## config.mk

```make
export PLATFORM = sky130hd
export DESIGN_NAME = tt_sel_ctrl
export DESIGN_NICKNAME = d
export VERILOG_FILES = /design/src/rtl/tt_sel_ctrl.sv
export SDC_FILE = /design/constraint.sdc
export NUM_CORES = 1
export LEC_CHECK = 0
export CORE_UTILIZATION = 35
export DETAILED_ROUTE_END_ITERATION = 12
export GPL_TIMING_DRIVEN = 0
export SLEW_MARGIN = 20
export SYNTH_ARGS = -nofsm -noshare
export SYNTH_HDL_FRONTEND = slang
export SYNTH_SLANG_ARGS = --single-unit
```

## constraint.sdc

```tcl
create_clock -name wb_clk_i -period 3.15 [get_ports wb_clk_i]
set_input_delay 0.63 -clock wb_clk_i [delete_from_list [all_inputs] [get_ports wb_clk_i]]
set_output_delay 0.63 -clock wb_clk_i [all_outputs]
set_load 0.01 [all_outputs]
```

## src/rtl/tt_sel_ctrl.sv

```systemverilog
// Design-select controller for tt_top: receives a serial design index on slow pad pins,
// range-checks it, commits it to si_sel and holds the newly selected design in reset.
//
// state | meaning
// IDLE  | waiting for the first bit of a frame
// SHIFT | collecting bits; a latch edge commits or rejects the frame
// RST   | des_rst asserted for RST_CYCLES clocks, all pad edges ignored
module tt_sel_ctrl #(
  parameter int SEL_W       = 10,
  parameter int NUM_DESIGNS = 500,
  parameter int RST_CYCLES  = 8,
  parameter int SYNC_STAGES = 2
) (
  input  logic             wb_clk_i,
  input  logic             wb_rst_i,
  input  logic             ctrl_sclk,
  input  logic             ctrl_sdata,
  input  logic             ctrl_latch,
  output logic [SEL_W-1:0] si_sel,
  output logic             sel_valid,
  output logic             sel_err,
  output logic             des_rst,
  output logic             busy
);

  localparam int CNT_W = $clog2(SEL_W + 2);
  localparam int RC_W  = $clog2(RST_CYCLES + 1);
  localparam logic [CNT_W-1:0] CNT_FULL = CNT_W'(SEL_W);
  localparam logic [CNT_W-1:0] CNT_OVF  = CNT_W'(SEL_W + 1);
  localparam logic [RC_W-1:0]  RC_INIT  = RC_W'(RST_CYCLES);
  localparam logic [SEL_W:0]   NUM_LIM  = (SEL_W + 1)'(NUM_DESIGNS);

  typedef enum logic [1:0] {
    ST_IDLE,
    ST_SHIFT,
    ST_RST
  } state_t;

  logic [SYNC_STAGES-1:0] sclk_sync, sdata_sync, latch_sync;
  logic sclk_q, latch_q;
  logic sclk_rise, latch_rise, sdata_s;

  state_t            state, state_nxt;
  logic [CNT_W-1:0]  cnt, cnt_nxt;
  logic [RC_W-1:0]   rcnt, rcnt_nxt;
  logic [SEL_W-1:0]  shreg, shreg_nxt;
  logic [SEL_W-1:0]  sel_nxt;
  logic              valid_nxt, err_nxt, des_rst_nxt;

  always_ff @(posedge wb_clk_i) begin
    if (wb_rst_i) begin
      sclk_sync  <= '0;
      sdata_sync <= '0;
      latch_sync <= '0;
      sclk_q     <= 1'b0;
      latch_q    <= 1'b0;
    end else begin
      sclk_sync  <= {sclk_sync[SYNC_STAGES-2:0], ctrl_sclk};
      sdata_sync <= {sdata_sync[SYNC_STAGES-2:0], ctrl_sdata};
      latch_sync <= {latch_sync[SYNC_STAGES-2:0], ctrl_latch};
      sclk_q     <= sclk_sync[SYNC_STAGES-1];
      latch_q    <= latch_sync[SYNC_STAGES-1];
    end
  end

  assign sclk_rise  = sclk_sync[SYNC_STAGES-1] & ~sclk_q;
  assign latch_rise = latch_sync[SYNC_STAGES-1] & ~latch_q;
  assign sdata_s    = sdata_sync[SYNC_STAGES-1];

  always_ff @(posedge wb_clk_i) begin
    if (wb_rst_i) begin
      state     <= ST_RST;
      cnt       <= '0;
      rcnt      <= RC_INIT;
      shreg     <= '0;
      si_sel    <= '0;
      sel_valid <= 1'b0;
      sel_err   <= 1'b0;
      des_rst   <= 1'b1;
      busy      <= 1'b1;
    end else begin
      state     <= state_nxt;
      cnt       <= cnt_nxt;
      rcnt      <= rcnt_nxt;
      shreg     <= shreg_nxt;
      si_sel    <= sel_nxt;
      sel_valid <= valid_nxt;
      sel_err   <= err_nxt;
      des_rst   <= des_rst_nxt;
      busy      <= des_rst_nxt;
    end
  end

  always_comb begin
    state_nxt   = state;
    cnt_nxt     = cnt;
    rcnt_nxt    = rcnt;
    shreg_nxt   = shreg;
    sel_nxt     = si_sel;
    valid_nxt   = sel_valid;
    err_nxt     = sel_err;
    des_rst_nxt = 1'b0;
    case (state)
      ST_IDLE: begin
        // a latch with no bits is an empty frame; a simultaneous bit is dropped
        if (latch_rise) begin
          err_nxt = 1'b1;
        end else if (sclk_rise) begin
          shreg_nxt = {shreg[SEL_W-2:0], sdata_s};
          cnt_nxt   = CNT_W'(1);
          state_nxt = ST_SHIFT;
        end
      end
      ST_SHIFT: begin
        if (latch_rise) begin
          shreg_nxt = '0;
          cnt_nxt   = '0;
          if (cnt == CNT_FULL && {1'b0, shreg} < NUM_LIM) begin
            sel_nxt   = shreg;
            valid_nxt = 1'b1;
            err_nxt   = 1'b0;
            rcnt_nxt  = RC_INIT;
            state_nxt = ST_RST;
          end else begin
            err_nxt   = 1'b1;
            state_nxt = ST_IDLE;
          end
        end else if (sclk_rise) begin
          shreg_nxt = {shreg[SEL_W-2:0], sdata_s};
          if (cnt != CNT_OVF) cnt_nxt = cnt + CNT_W'(1);
        end
      end
      ST_RST: begin
        if (rcnt <= RC_W'(1)) state_nxt = ST_IDLE;
        else rcnt_nxt = rcnt - RC_W'(1);
      end
      default: state_nxt = ST_IDLE;
    endcase
    des_rst_nxt = (state_nxt == ST_RST);
  end

endmodule
```

[Yosys cells after proc, flatten, opt, wreduce, memory -nomap -nowiden]
Cells that the tools add are included.
Storage, ports and cells
  bits in registers: 41
  word-level logic and storage cells: 67
Cells by class
  add/sub/neg operators: 2
  magnitude comparators: 2
  eq/ne operators: 13
  mux-type cells: 24
  bitwise operators: 4
  reduce and logical (&&, ||, !) cells: 9
Operator list (count)
  $mux 4: 8
  $mux 10: 3
  $pmux 10 s2: 1
  $pmux 4 s2: 2
  $ne 2x2->1 const B: 6
  $lt 10x9->1 const B: 1
  $mux 2: 5
  $ne 3x3->1 const B: 2
  $pmux 2 s3: 1
  $reduce_and 3->1: 2
  $reduce_and 5->1: 1
  $add 4x1->4 const B: 1
  $eq 2x2->1 const B: 2
  $eq 4x4->1 const B: 1
  $le 4x1->1 const B: 1
  $ne 4x4->1 const B: 1
  $reduce_and 4->1: 1
  $reduce_bool 2->1: 2
  $sub 4x1->4 const B: 1
  $mux 1: 3
  $and 1x1->1: 2
  $eq 2x1->1 const B: 1
  $logic_not 2->1: 1
  $not 1->1: 2
  other kinds (3): 3

[Longest topological paths before layout]
  word-level depth: 6
  gate-level depth with buffers: 7
  mapped depth without buffers: 6

[Least setup slack after synthesis]
Ideal clock, no wire load.
  kind: register -> register
  start: register cnt[0]
  end: register si_sel[0]
  library setup time: 0.072 ns
  arrival: 1.578 ns
  setup slack: 1.501 ns
  cell stages (with the launch flop): 8
  path buffers: 1
  cells stage by stage: dfxtp_1 inv_1 ha_1 nor4bb_1 nand2_1 nor3_4 buf_6 mux2i_1
Between the ends
  cells in the longest elaborated chain, start to end: 3
Ends and longest elaborated chain
  from (decl): RTL line 44  | logic [CNT_W-1:0] cnt, cnt_nxt;
  from (signal assigned): RTL line 83  | cnt <= cnt_nxt;
  $eq 4x4->1: RTL line 118  | if (cnt == CNT_FULL && {1'b0, shreg} < NUM_LIM) begin
  $logic_and 1x1->1: RTL line 118
  $reduce_and 3->1 (no source line)
  to (signal assigned): RTL line 86  | si_sel <= sel_nxt;
  to (decl): RTL line 19  | output logic [SEL_W-1:0] si_sel,
No other way between the ends.
A chain may end at the register's enable or synchronous reset.

[Worst setup path after layout]
  start: register cnt[0]
  end: register si_sel[8]
Same word-level chain as after synthesis.

==> impl_metrics.csv <==
group,metric,value,unit
layout,final_nets,217,
logic_synthesis,synth_largest_type_area_fraction,48.2,%
global_routing,gr-usage-all-layers,14.7,%
logic_synthesis,synth.ff_latch_count,41,
sta,fin_crit_sh,62.1,%
sta,worstMarginPinSlew,0.526,ns
power,cellLeakagePower,0.711,nW
die,coreArea,4690,um^2
sta,timing.final.setup_violations,0,
outcome,outcome,"completed",
die,die_width,71.8,um
logic_synthesis,synth-warning-count,0,
logic_synthesis,post_synth_num_cell_types,40,
run,max_cap_violations,0,
route,antenna_left,0,
worst_setup_path,worstSetupPathType,"flip-flop to flip-flop",
sta,unrepaired_setup_endpoints_after_global_routing,"false",
layout,regArea,821,um^2
sta,tns,0,ns
power,p_seq_share,47.2,%
power,share_clk_of_total_power,35.4,%
worst_setup_path,crit_arrival,2.18,ns
sta,hold_viol,0,
layout,layout.cells.most_common,"dfxtp_1",
clock_network,post_cts_buffers,0,
logic_synthesis,syn_inst,184,
layout,drive_gt1_share,9.09,%
die,initial_utilization,36.3,%
worst_setup_path,cp.required,3.37,ns
clock_network,clock_tree_from_tritoncts,"yes",
sta,final_period_minus_worst_setup_slack,1.96,ns
global_routing,grt_antenna_before_repair,0,
route,maxUsedRoutingLayer,"met4",
logic_synthesis,synth_area,1700,um^2
route,dr_wl_met2,1460,um
route,avgRoutedWirePerCell,12.6,um
layout,multiInputGateArea,795,um^2
power,net-switching-power,322,uW
global_routing,global_route_wire_length_before_repair,5950,um
clock_network,cts_inserted_buffers,5,
route,routed-wl-met3,188,um
clock_network,clockRootBuffer,"clkbuf_8",
route,drt_drc_violations_left,0,
layout,final_cell_mix,"41 x dfxtp_1, 29 x nand2_1, 17 x clkdlybuf4s50_1, 14 x a21oi_1, 13 x o21ai_0",
logic_synthesis,synthesis.area_per_instance,9.26,um^2
sta,max_slew_margin,64.9,%
sta,fmaxAchievable,511,MHz
route,route.detailed.vias_per_inst,5.15,
layout,area_growth,21.0,%
power,netSwitchingFraction,26.1,%
route,wirelength,3310,um
power,power_density,599,nW/um^2
die,die-area,5150,um^2
logic_synthesis,synthDominantAreaCellType,"dfxtp_1",
clock_network,worst_setup_hold_path_clk_slew,0.08,ns
worst_setup_path,timing.critical_path.from_type,"flip-flop",
global_routing,first_global_vias,1283,
route,drt_iter0_markers,49,
power,vdd.ir_drop.worst,0.297,mV
logic_synthesis,synth_sequential_area_ratio,48.2,%
global_routing,grt_start_max_net_pins,14,
die,die_outline_height,71.8,um
sta,fin_worst_skew,0.00746,ns
power,power,1.24,mW
placed_design,port_buffers,17,
clock_network,clock_sinks,41,
route,wl_met1,1630,um
worst_setup_path,critical_path_peak_fanout,10,
route,num_vias,1354,
sta,final_max_slew_viol_count,0,
global_routing,overflow,0,
worst_setup_path,worstSetupEndpointType,"flip-flop",
clock_network,post_cts_gate_resize_count,0,
logic_synthesis,netlist_top_cells_area,"dfxtp_1 48%, mux2i_1 6.5%, nand2_1 6.4%",
power,power.share.combinational,17.3,%
placed_design,dp_hpwl,2290,um
layout,nFillCells,478,
clock_network,cts_max_level,2,
die,rows,25,
clock_network,clockBufferDepth,2,
clock_network,clk_latency,0.29,ns
layout,antenna_cells,0,
die,io_pins,19,
route,detailedRoute.firstPassIterationCount,4,
placed_design,gp_congestion,0.787,
min_path,min-delay-path-class,"flip-flop to flip-flop",
power,cellInternalPower,913,uW
logic_synthesis,postSynthNetCount,193,
clock_network,cts-hold-fix-buffers,0,
==> metrics by stage <==
step                setup slack [ns]  hold slack (ns)  utilization (%)  instances  instance area, um^2
floorplan                       1.50            0.414                -        184                 1700
global placement                1.18            0.428             41.4        255                 1940
detailed placement              1.20            0.433             41.4        255                 1940
CTS                             1.15            0.445             43.9        263                 2060
global route                   0.967            0.451             43.9        263                 2060
finish                          1.19            0.433             43.9        263                 2060
==> flip-flops by register name, summed over array words and instances (netlist names) <==
register,cells
busy,1
sel_valid,1
si_sel,10
sclk_q,1
shreg,10
latch_sync,2
sclk_sync,2
state,2
sel_err,1
rcnt,4
sdata_sync,2
latch_q,1
cnt,4
==> cells in the mapped netlist (all sizes together) <==
master / count
a211oi: 3
a21oi: 14
and2b: 2
and3: 1
buf: 5
clkbuf: 7
dfxtp: 41
ha: 4
inv: 6
mux2: 1
mux2i: 11
nand2: 29
nand2b: 2
nand3: 4
nand4: 1
nor2: 6
nor2b: 9
nor3: 5
nor3b: 1
nor4: 1
nor4b: 1
nor4bb: 1
o2111ai: 1
o21a: 2
o21ai: 13
o311ai: 3
o31ai: 2
o32ai: 1
or3: 3
or4: 2
or4b: 1
xor2: 1
==> worst max-delay path, cell delays in order, from the launching register on <==
cell and delay, ns:
dfxtp_1 0.33, inv_1 0.09, ha_1 0.14, nor4bb_1 0.31
nand2_1 0.19, nor3_4 0.41, buf_6 0.22, mux2i_1 0.19
==> cell type report <==
class,count,share of cell area [%]
multi-input cells,125,38.5
clock buffers,6,4.00
inverters,6,1.09
well taps,54,3.28
plain buffers,12,3.22
flip-flops and latches,41,39.8
repair buffers,17,8.25
clock inverters,2,1.82
==> cells by family after synthesis <==
| kind of cell | share of synthesized area (%) |
|---|---|
| compound gates | 14.0 |
| xor+xnor | 0.514 |
| fa+ha+maj | 2.94 |
| buf+inv | 5.21 |
| flops | 48.2 |
| mux | 7.12 |
| simple gates | 22.0 |
==> power by group through the flow <==
| stage | combinational, mW | clock [mW] | sequential, mW |
|---|---|---|---|
| 3_5_place_dp | 0.215 | 0 | 0.595 |
| 5_1_grt | 0.244 | 0.473 | 0.588 |
| 6_report | 0.214 | 0.438 | 0.583 |
| 3_3_place_gp | 0.213 | 0 | 0.594 |
| 2_1_floorplan | 0.157 | 0 | 0.592 |
| 4_1_cts | 0.216 | 0.454 | 0.583 |
==> metal layers <==
layer / up-vias / GRT usage [%]
li1: 690 / -
met1: 630 / 19.4
met2: 30 / 23.6
met3: 4 / 3.52
met4: 0 / 4.58
met5: - / 0
==> path summary, 6_finish.rpt <==
check / start / end / slack (ns) / cells past startpoint
worst max-delay path: cnt[0] / si_sel[8] / 1.19 / 7
worst min-delay path: sdata_sync[1] / shreg[0] / 0.43 / 2
worst max register to register: cnt[0] / si_sel[8] / 1.19 / 7
worst min register to register: sdata_sync[1] / shreg[0] / 0.43 / 2
No activity file was read; power rests on OpenSTA's default activity.
==> variant: new RTL, same settings <==
Encoding of `state_t`: now one-hot (3 bits for 3 states).
--- a/src/rtl/tt_sel_ctrl.sv
+++ b/src/rtl/tt_sel_ctrl.sv
@@ -30,10 +30,10 @@
   localparam logic [RC_W-1:0]  RC_INIT  = RC_W'(RST_CYCLES);
   localparam logic [SEL_W:0]   NUM_LIM  = (SEL_W + 1)'(NUM_DESIGNS);
 
-  typedef enum logic [1:0] {
-    ST_IDLE,
-    ST_SHIFT,
-    ST_RST
+  typedef enum logic [2:0] {
+    ST_IDLE  = 3'b001,
+    ST_SHIFT = 3'b010,
+    ST_RST   = 3'b100
   } state_t;
 
   logic [SYNC_STAGES-1:0] sclk_sync, sdata_sync, latch_sync;
Behaviour: same outputs for any inputs over 10 cycles, from zero or initial values and one cycle with wb_rst_i high; not proved beyond that.
==> variant against the original RTL <==
Synthesized area grew 1.4%; clock power is 21% lower; hold slack gained 0.015 ns; total power grew 0.80%; wire length fell by 4.5%; fmax is 0.47% higher; cell area grew 0.97%; count of clock-buffer cells in the layout fell by 1; worst setup slack better by 0.0092 ns; utilization up 0.13 points; via count down 2.9%; sequential cell count up 1; largest power group unchanged.
==> variant: results <==
[sta]
skew_ns = 0.00973
tightest_slew_ns = 0.495

[placement]
dpl.hpwl_mm = 2.22
finalWeightedCongestion = 0.765
place_area_sq_um = 1990
numPortBuffers = 18

[global_routing]
grt_max_degree = 15
grt_pass1_wl_mm = 5.24
grt_pass1_vias = 1137
track_usage = 0.133

[routing]
wirelength_mm = 3.16
drtIter0Drc = 75
num_vias = 1315

[cells_and_area]
nNetsFinal = 210
reg_top3 = "shreg: 10 flops, si_sel: 10 flops"
insertedDiodeCount = 0
drive_above_1_share = 0.109

[yosys]
synth_nets = 185
synth.yosys.seq_area_share = 0.487
yosys-top-cells-area = "dfxtp_1 (49%), nor2_1 (6.3%), mux2i_1 (5.8%)"

[worst_setup_path]
crit_path_start = "wb_rst_i"
endpoint = "cnt[1]"
slowest_stage = "clkdlybuf4s50_1"
cp_slowest_stage_delay_ns = 0.55
cp.arrival_ns = 2.12
reg2reg_depth = 7
rr_endpoint = "rcnt[2]"
rrSetupSlack_ns = 1.25

[power_and_ir_drop]
p_switching_mw = 0.379
leakagePower_nw = 0.756
ir_worst_vdd_uv = 319

[cts]
cts_resized = 0

[run_status]
outcome = "finished clean"
-- variant: stage by stage --
| step | hold WS (ns) | instances | total power, mW | util | worst slack [ns] |
|---|---|---|---|---|---|
| CTS | 0.452 | 269 | 1.26 | 0.441 | 1.16 |
| finish | 0.448 | 269 | 1.25 | 0.441 | 1.20 |
| detailed placement | 0.432 | 261 | 0.913 | 0.422 | 0.831 |
| global route | 0.462 | 269 | 1.32 | 0.441 | 1.03 |
| floorplan | 0.414 | 176 | 0.841 | - | 1.45 |
| global placement | 0.422 | 261 | 0.912 | 0.422 | 0.827 |
-- variant: cell families after synthesis --
family          count (synthesis)  synth area share
mux                            10            0.0579
fa+ha+maj                       4            0.0290
buf+inv                        12            0.0376
compound gates                 35             0.153
flops                          42             0.487
simple gates                   73             0.236
-- variant: cell type report --
| cell class | instances | area (sq um) |
|---|---|---|
| plain buffers | 8 | 50.0 |
| clock buffers | 5 | 68.8 |
| clock inverters | 3 | 21.3 |
| fillers | 481 | 2640 |
| inverters | 4 | 15.0 |
| multi-input cells | 122 | 822 |
| flip-flops and latches | 42 | 841 |
| well taps | 67 | 83.8 |
| repair buffers | 18 | 180 |
-- variant: worst min path at each step --
| stage | to | startpoint | cells past startpoint | slack (ns) |
|---|---|---|---|---|
| floorplan | latch_sync[1] | latch_sync[0] | 1 | 0.41 |
| global placement | latch_sync[1] | latch_sync[0] | 1 | 0.42 |
| detailed placement | sclk_sync[1] | sclk_sync[0] | 1 | 0.43 |
| CTS | sclk_sync[1] | sclk_sync[0] | 1 | 0.45 |
| global route | latch_sync[1] | latch_sync[0] | 1 | 0.46 |
| finish | sclk_sync[1] | sclk_sync[0] | 1 | 0.45 |
-- variant: power groups by stage --
stage	Sequential (mW)	Clock, mW	Combinational, mW
finish	0.621	0.346	0.278
global route	0.629	0.377	0.312
CTS	0.621	0.358	0.281
detailed placement	0.633	0	0.281
global placement	0.632	0	0.280
floorplan	0.627	0	0.215
-- variant: per-layer routing --
metal / global-route usage / part of all wire / vias up / routed length, um
li1: - / - / 667 / -
met1: 0.185 / 0.52 / 625 / 1650
met2: 0.193 / 0.43 / 19 / 1370
met3: 0.0375 / 0.031 / 4 / 98
met4: 0.0588 / 0.013 / 0 / 42
met5: 0 / 0 / - / 0
-- variant: worst max-delay path: cells and delay by family --
kind	cells	cell delay (ns)
buf+inv	3	1.40
simple gates	1	0.10
